<file path="src/rtl/seq_control_unit.sv">
// seq_control_unit
//   Multi-cycle control unit of a small 16-bit class CPU. A 3-state FSM
//   (FETCH -> EXEC [-> MEM]) fetches an instruction word from memory,
//   executes it in one cycle, and optionally performs a byte load or store.
//   It owns the halfword program counter and the instruction register.
//
// Ports
//   clk, rst        : clock, asynchronous active-high reset
//   flags           : ALU flags {f1,f0}
//   ctrl_flags      : decoded controls {cond,adi,ipc,wpc,spc,mem_we,mem_re,ldi}
//   reg_o0..reg_o2  : register file read ports (store data, address hi, address lo)
//   alu_out         : ALU result
//   mem_out         : memory read data; mem_ready : transfer complete
//   mem_addr/mem_in : memory byte address / write data
//   mem_req/mem_we  : memory request / write enable
//   inst            : instruction register
//   reg_in/reg_we   : register file write data / enable
//   alu_b           : ALU B operand
//   pc              : halfword program counter; state : FSM state
module seq_control_unit #(
  parameter int DATA_W = 16,
  parameter int IMM_W  = 8,
  parameter int SIMM_W = 4
) (
  input  logic              clk,
  input  logic              rst,
  input  logic [1:0]        flags,
  input  logic [7:0]        ctrl_flags,
  input  logic [DATA_W-1:0] reg_o0,
  input  logic [DATA_W-1:0] reg_o1,
  input  logic [DATA_W-1:0] reg_o2,
  input  logic [DATA_W-1:0] alu_out,
  input  logic [DATA_W-1:0] mem_out,
  input  logic              mem_ready,
  output logic [DATA_W-1:0] mem_addr,
  output logic [DATA_W-1:0] mem_in,
  output logic [DATA_W-1:0] inst,
  output logic [DATA_W-1:0] reg_in,
  output logic [DATA_W-1:0] alu_b,
  output logic [DATA_W-2:0] pc,
  output logic              mem_req,
  output logic              mem_we,
  output logic              reg_we,
  output logic [1:0]        state
);

  typedef enum logic [1:0] {
    ST_FETCH = 2'd0,
    ST_EXEC  = 2'd1,
    ST_MEM   = 2'd2,
    ST_BAD   = 2'd3
  } state_t;

  localparam logic [DATA_W-2:0] PC_ONE = {{(DATA_W-2){1'b0}}, 1'b1};

  state_t            r_state;
  logic [DATA_W-2:0] r_pc;
  logic [DATA_W-1:0] r_inst;

  // Control flag breakout
  logic w_cond, w_adi, w_ipc, w_wpc, w_spc, w_f_mem_we, w_f_mem_re, w_ldi;
  assign {w_cond, w_adi, w_ipc, w_wpc, w_spc, w_f_mem_we, w_f_mem_re, w_ldi} = ctrl_flags;

  logic w_mem_op, w_load;
  assign w_mem_op = w_f_mem_we | w_f_mem_re;
  // A store wins when both directions are requested.
  assign w_load   = w_f_mem_re & ~w_f_mem_we;

  // Branch condition on the 2-bit condition code above the immediate.
  logic [1:0] w_c;
  logic       w_cond_ok;
  assign w_c       = r_inst[IMM_W+1:IMM_W];
  assign w_cond_ok = ~w_cond
                   | ((w_c == 2'd0) &  flags[0])
                   | ((w_c == 2'd1) &  flags[1])
                   | ((w_c == 2'd2) & ~flags[0])
                   | ((w_c == 2'd3) & ~flags[1]);

  // Immediate forms. The PC offset drops imm[0] because pc counts halfwords.
  logic [IMM_W-1:0]  w_imm;
  logic [DATA_W-2:0] w_pc_off;
  logic [DATA_W-1:0] w_imm_sext;
  logic [DATA_W-1:0] w_simm_sext;
  assign w_imm       = r_inst[IMM_W-1:0];
  assign w_pc_off    = {{(DATA_W-IMM_W){w_imm[IMM_W-1]}}, w_imm[IMM_W-1:1]};
  assign w_imm_sext  = {{(DATA_W-IMM_W){w_imm[IMM_W-1]}}, w_imm};
  assign w_simm_sext = {{(DATA_W-SIMM_W){r_inst[SIMM_W-1]}}, r_inst[SIMM_W-1:0]};

  always_ff @(posedge clk or posedge rst) begin
    if (rst) begin
      r_state <= ST_FETCH;
      r_pc    <= '0;
      r_inst  <= '0;
    end else begin
      case (r_state)
        ST_FETCH: begin
          if (mem_ready) begin
            r_inst  <= mem_out;
            r_pc    <= r_pc + PC_ONE;
            r_state <= ST_EXEC;
          end
        end
        ST_EXEC: begin
          if (w_mem_op) begin
            r_state <= ST_MEM;
          end else begin
            r_state <= ST_FETCH;
            if (w_cond_ok) begin
              if (w_wpc)
                r_pc <= alu_out[DATA_W-1:1];
              else if (w_ipc)
                r_pc <= r_pc + w_pc_off;
            end
          end
        end
        ST_MEM: begin
          if (mem_ready)
            r_state <= ST_FETCH;
        end
        default: r_state <= ST_FETCH;
      endcase
    end
  end

  logic w_in_exec, w_in_mem;
  assign w_in_exec = (r_state == ST_EXEC);
  assign w_in_mem  = (r_state == ST_MEM);

  assign mem_req  = (r_state == ST_FETCH) | w_in_mem;
  assign mem_addr = w_in_mem ? {reg_o1[DATA_W/2-1:0], reg_o2[DATA_W/2-1:0]} : {r_pc, 1'b0};
  assign mem_we   = w_in_mem & w_f_mem_we;
  assign reg_we   = (w_in_exec & ~w_mem_op) | (w_in_mem & w_load & mem_ready);

  // Byte lane selection by address bit 0; narrow words only have the low lane.
  logic [7:0] w_sel_byte;
  generate
    if (DATA_W >= 16) begin : g_two_lanes
      assign w_sel_byte = mem_addr[0] ? mem_out[15:8] : mem_out[7:0];
      always_comb begin
        mem_in = mem_out;
        if (mem_addr[0])
          mem_in[15:8] = reg_o0[7:0];
        else
          mem_in[7:0] = reg_o0[7:0];
      end
    end else begin : g_one_lane
      assign w_sel_byte = mem_out[7:0];
      always_comb begin
        mem_in      = mem_out;
        mem_in[7:0] = reg_o0[7:0];
      end
    end
  endgenerate

  always_comb begin
    reg_in = alu_out;
    if (w_spc)
      reg_in = {r_pc, 1'b0};
    else if (w_ldi)
      reg_in = w_imm_sext;
    else if (w_in_mem && w_load)
      reg_in = {{(DATA_W-8){1'b0}}, w_sel_byte};
  end

  assign alu_b = w_adi ? w_simm_sext : reg_o2;
  assign inst  = r_inst;
  assign pc    = r_pc;
  assign state = r_state;

  // Bits that are intentionally not consumed (upper register halves, alu_out[0]).
  logic w_unused;
  assign w_unused = ^{alu_out[0], reg_o0, reg_o1, reg_o2};

endmodule

</file>
<file path="config.mk">
export PLATFORM = sky130hd
export DESIGN_NAME = seq_control_unit
export DESIGN_NICKNAME = d
export VERILOG_FILES = /design/src/rtl/seq_control_unit.sv
export SDC_FILE = /design/constraint.sdc
export NUM_CORES = 1
export LEC_CHECK = 0
export ABC_AREA = 1
export CAP_MARGIN = 10
export CORE_ASPECT_RATIO = 1.1
export CORE_MARGIN = 5
export CORE_UTILIZATION = 30
export CTS_CLUSTER_DIAMETER = 120
export CTS_CLUSTER_SIZE = 16
export DETAILED_ROUTE_END_ITERATION = 10
export PLACE_DENSITY_LB_ADDON = 0.08
export SYNTH_ARGS = -nofsm -noshare
export SYNTH_HDL_FRONTEND = slang
export SYNTH_SLANG_ARGS = --single-unit
</file>
<file path="constraint.sdc">
create_clock -name clk -period 2.5 [get_ports clk]
set_input_delay 0.5 -clock clk [delete_from_list [all_inputs] [get_ports clk]]
set_output_delay 0.5 -clock clk [all_outputs]
set_load 0.03 [all_outputs]
</file>
# Word level (Yosys, flattened, before mapping)
# Cells that the tools add are included.
[word_totals] reg_bits=33 word_cells=61 in_bits=93 out_inout_bits=100
[op_classes] bitwise=21 eq_ne=10 n_reduce_logical=7 n_addsub=2 mux=18
[op_table] cell="$mux 16" n=5
[op_table] cell="$mux 15" n=5
[op_table] cell="$pmux 15 s2" n=1
[op_table] cell="$mux 8" n=3
[op_table] cell="$add 15x1->15 const B" n=1
[op_table] cell="$add 15x15->15" n=1
[op_table] cell="$and 1x1->1" n=9
[op_table] cell="$ne 2x2->1 const B" n=4
[op_table] cell="$or 1x1->1" n=7
[op_table] cell="$eq 2x2->1 const B" n=3
[op_table] cell="$mux 2" n=3
[op_table] cell="$pmux 2 s3" n=1
[op_table] cell="$not 1->1" n=5
[op_table] cell="$reduce_and 5->1" n=1
[op_table] cell="$eq 2x1->1 const B" n=2
[op_table] cell="$logic_not 2->1" n=2
[op_table] cell="$reduce_and 2->1" n=2
[op_table] cell="$ne 3x3->1 const B" n=1
[op_table] cell="$reduce_bool 2->1" n=1
[op_table] cell="$logic_and 1x1->1" n=1

# Longest topological paths before layout
[depth] word_depth=9 mapped_depth=12 ltp_nobuf=12

# Worst setup path after synthesis
# Ideal clock, no wire load.
[synth_path] path_type="reg-to-output" startpoint="register r_state[0], in the netlist state[0]" endpoint="output mem_in[0]" required_ns=2.000 path_buffers=1 arrival_ns=1.951 path_stages_with_launch=7 path_slack_ns=0.049 cell_sequence="dfrtp_1 > inv_2 > nand2_4 > nor2_4 > inv_2 > clkbuf_1 > o21ai_0"
[synth_via] elab_chain_cells=3
[synth_rtl] element="start: declaration" line="56" text="state_t r_state;"
[synth_rtl] element="start signal: assignment" line="91" text="r_state <= ST_FETCH;"
[synth_rtl] element="start signal: assignment" line="100" text="r_state <= ST_EXEC;"
[synth_rtl] element="start signal: assignment" line="105" text="r_state <= ST_MEM;"
[synth_rtl] element="$eq 2x2->1" line="127" text="assign w_in_mem = (r_state == ST_MEM);"
[synth_rtl] element="$mux 16" line="130" text="assign mem_addr = w_in_mem ? {reg_o1[DATA_W/2-1:0], reg_o2[DATA_W/2-1:0]} : {r_pc, 1'b0};"
[synth_rtl] element="$mux 8" line="141" text="if (mem_addr[0])"
[synth_rtl] element="end: declaration" line="36" text="output logic [DATA_W-1:0] mem_in,"
# No other way between the ends.

# Final worst setup path
[layout_path] startpoint="input ctrl_flags[3]" endpoint="output reg_in[3]"
[layout_via] elab_chain_cells=1
[layout_rtl] element="start: declaration" line="28" text="input logic [7:0] ctrl_flags,"
[layout_rtl] element="$mux 16" line="157" text="if (w_spc)"
[layout_rtl] element="end: declaration" line="38" text="output logic [DATA_W-1:0] reg_in,"
# No other way between the ends.

==> qor.txt <==
Most used cell along the critical path - buf_4
Final hold viol count - 0
Crit path depth - 5
Clk pwr share - 9.9%
Global-route wire length before repair - 25200 um
Clock Sinks - 33
Final core utilization - 50.0%
Max Freq - 0.411 GHz
Slew Limit Fails - 0
# IOs - 193
Starting DRT DRC Count - 222
Comb pwr share - 74.6%
CTS clk-pin slew, worst paths - 60 ps
Status - completed
H-tree depth - 2
Antenna Cells - 0
Synth Area in Compound Gates - 20.9%
Initial antenna violation count - 0
Largest net degree at the start of global routing - 34
Initial core utilization - 30.7%
Die Width - 116 um
Post-synth top area share - 22.1%
Drt drc - 0
Clk_skew - 7.96 ps
MaxCap Viol Count - 0
Area leader, netlist - dfrtp_1
Syn nets - 757
Netlist cell types - 31
Hold-fix buffers at CTS - 0
Critical Path AT - 1930 ps
CP startpoint - ctrl_flags[3]
Crit-path max cell delay - 540 ps
Final WL - 16000 um
Relative slew slack - 62.1%
Yosys reg bits - 33
Synthesized area - 3730 um2
Buf/Inv on CP - 4
Largest family of logic cells by synthesized area - simple AND/OR/NAND/NOR gates
FFs w/ async S/R, synth - 100%
Crit path kind - in -> out
Sw Pwr - 4.01 mW
Most area-consuming cells after synthesis - dfrtp_1, nand2_1, o21ai_0
Post-Synth Adder-Cell Area - 5.57%
Num rows - 42
Mux contribution to synthesized area - 0%
P per Cell Area - 1210 nW/um2
CTS root buf - clkbuf_16
Hold/Removal Path Class - reg -> reg
Vias per inst - 4.88
Pre-CTS setup slack - -233 ps
Layout Nets - 952
Int Pwr - 3.33 mW
Worst EP required - 2000 ps
Clock Latency Late Sink - 280 ps
Slowest stage cell on the critical path - clkdlybuf4s50_1
Total GRT Usage - 21.3%
Wire per inst - 16.0 um
Worst IR Drop VDD - 0.579 mV
Xor and xnor area share after synthesis - 1.64%
Fin worst setup slack - 66.3 ps
Leak Pwr - 3.05 nW
Vias - 4874
Crit-path leading delay family - buffers and inverters
Reg2reg start - inst[1]$_DFFE_PP0P_
Post-synth top cells - nand2_1, inv_1, o21ai_0
Worst Tran Pin Value - 569 ps
R2R setup slack - 440 ps
Gpl congestion - 0.881
Post-DP HPWL - 12700 um
Minimum clock period - 2430 ps
Total global routing overflow - 0
Reg power frac - 15.5%
Number of global-route vias before repair - 4909
Synth Area in Simple Gates - 36.0%
Core area - 12100 um2
Number of buffers created by CTS - 5
TritonCTS clock tree - done
Hold Startpoint - inst[13]$_DFFE_PP0P_
Most instantiated library cell after synthesis - nand2_1
Sw Share - 54.6%
Total iterations of the first detailed-routing run - 6
Worst reg2reg path depth - 11
Antenna-violating nets left - 0
Period utilization - 97.3%
FILL cells - 1252
Layout cell share with drive strength beyond 1 - 15.5%
Startpoint types - input port
Synth Instances - 648
Die Height - 127 um
Crit-path max FO - 17
Syn. warnings - 0
Ys flop type - dfrtp_1
Endpoints failing setup - 0
Syn Area/Cell - 5.76 um2
Hold path depth - 2
CP Cell Sequence - clkdlybuf4s50_1 > buf_4 > inv_1 > o22ai_1 > buf_4
Number of synthesized flops with an enable pin - 0
Die area - 14800 um2
Max clock buf depth - 2
Setup TNS - 0 ps
# port buffers - 176
Seq/Total Area, Yosys - 22.1%
RSZ-0062 raised after global routing - true
Area growth syn-to-layout - 62.8%
Setup crit end kind - output port
[cells by family (layout without fill, tap and decap cells)]
family | after synthesis | count (layout)
fa+ha+maj | 16 | 16
compound gates | 145 | 145
xor+xnor | 7 | 7
buf+inv | 131 | 326
flops | 33 | 33
simple gates | 316 | 317
[area by class of cell]
class | instances | area, um2 | area share, %
Timing Repair Buffer | 209 | 2000 | 33.0
Tap cell | 154 | 193 | 3.17
Clock buffer | 5 | 125 | 2.06
Clock inverter | 3 | 46.3 | 0.762
Multi-Input combinational cell | 485 | 2450 | 40.3
Sequential cell | 33 | 827 | 13.6
Inverter | 109 | 429 | 7.07
[stage by stage]
step | cell area (um2) | hold slack [ps] | total power, mW | std cells
floorplan | 3730 | 610 | 4.43 | 648
global placement | 5720 | 463 | 6.45 | 980
detailed placement | 5720 | 467 | 6.50 | 980
CTS | 5950 | 482 | 7.30 | 990
global route | 6070 | 524 | 7.98 | 998
finish | 6070 | 479 | 7.35 | 998
[path summary, 6_finish.rpt]
check | end
worst max register to register | pc[8]$_DFFE_PP0P_
worst max-delay path | reg_in[3]
min in group asynchronous | inst[8]$_DFFE_PP0P_
worst min-delay path | inst[13]$_DFFE_PP0P_
max in group asynchronous | state[1]$_DFFE_PP0P_
worst min register to register | inst[13]$_DFFE_PP0P_
[cells in the final DEF (no fill, tap or decap), types with 2 or more instances in the layout]
cell | netlist | routed
nand3_1 | 34 | 34
xor2_1 | 6 | 6
o21ai_1 | 8 | 9
ha_1 | 15 | 15
a21oi_2 | 2 | 4
a21oi_1 | 31 | 29
nand2_4 | 2 | 2
o22ai_2 | 0 | 3
buf_12 | 0 | 9
nand2_1 | 189 | 188
dfrtp_1 | 33 | 32
nor2_1 | 65 | 65
nand4_1 | 8 | 8
inv_2 | 8 | 8
inv_1 | 101 | 98
nor2_2 | 5 | 5
a22oi_1 | 10 | 10
nand2_2 | 3 | 4
o22ai_1 | 8 | 5
a31oi_1 | 2 | 2
o21ai_0 | 80 | 79
nand3_2 | 3 | 2
clkdlybuf4s50_1 | 0 | 123
buf_4 | 1 | 74
nor2_4 | 4 | 4
dlymetal6s2s_1 | 0 | 2
clkbuf_16 | 0 | 5
o211ai_1 | 4 | 4
[state kept, by name, indices dropped and copies added (netlist names)]
name,flops
inst,16
pc,15
state,2
[per-layer routing]
metal,vias to the layer above,track usage (%),share of wire (%)
met2,182,36.2,49
met5,-,0,0
li1,2459,-,-
met1,2211,25.9,41
met4,0,6.35,2.4
met3,22,5.81,8.3
[power by group through the flow]
| stage | sequential, mW | combinational (mW) | clock [mW] |
|---|---|---|---|
| global route | 1.18 | 6.04 | 0.764 |
| global placement | 1.13 | 5.32 | 0 |
| CTS | 1.14 | 5.42 | 0.737 |
| finish | 1.14 | 5.48 | 0.731 |
| detailed placement | 1.14 | 5.36 | 0 |
| floorplan | 1.51 | 2.92 | 0 |
[worst reg2reg max path: cells and delay by family, from the launching register on]
kind            cells  cell delay (ps)
compound gates      1              110
simple gates        7              790
fa+ha+maj           2              660
flops               1              370
buf+inv             1               80
[repair_timing]
action,in CTS,in global routing
pin swaps,2,6
buffers inserted,2,7
gates resized for setup,9,14
setup endpoints to repair,25,27
cloned,0,1
No activity file was read; power rests on OpenSTA's default activity.
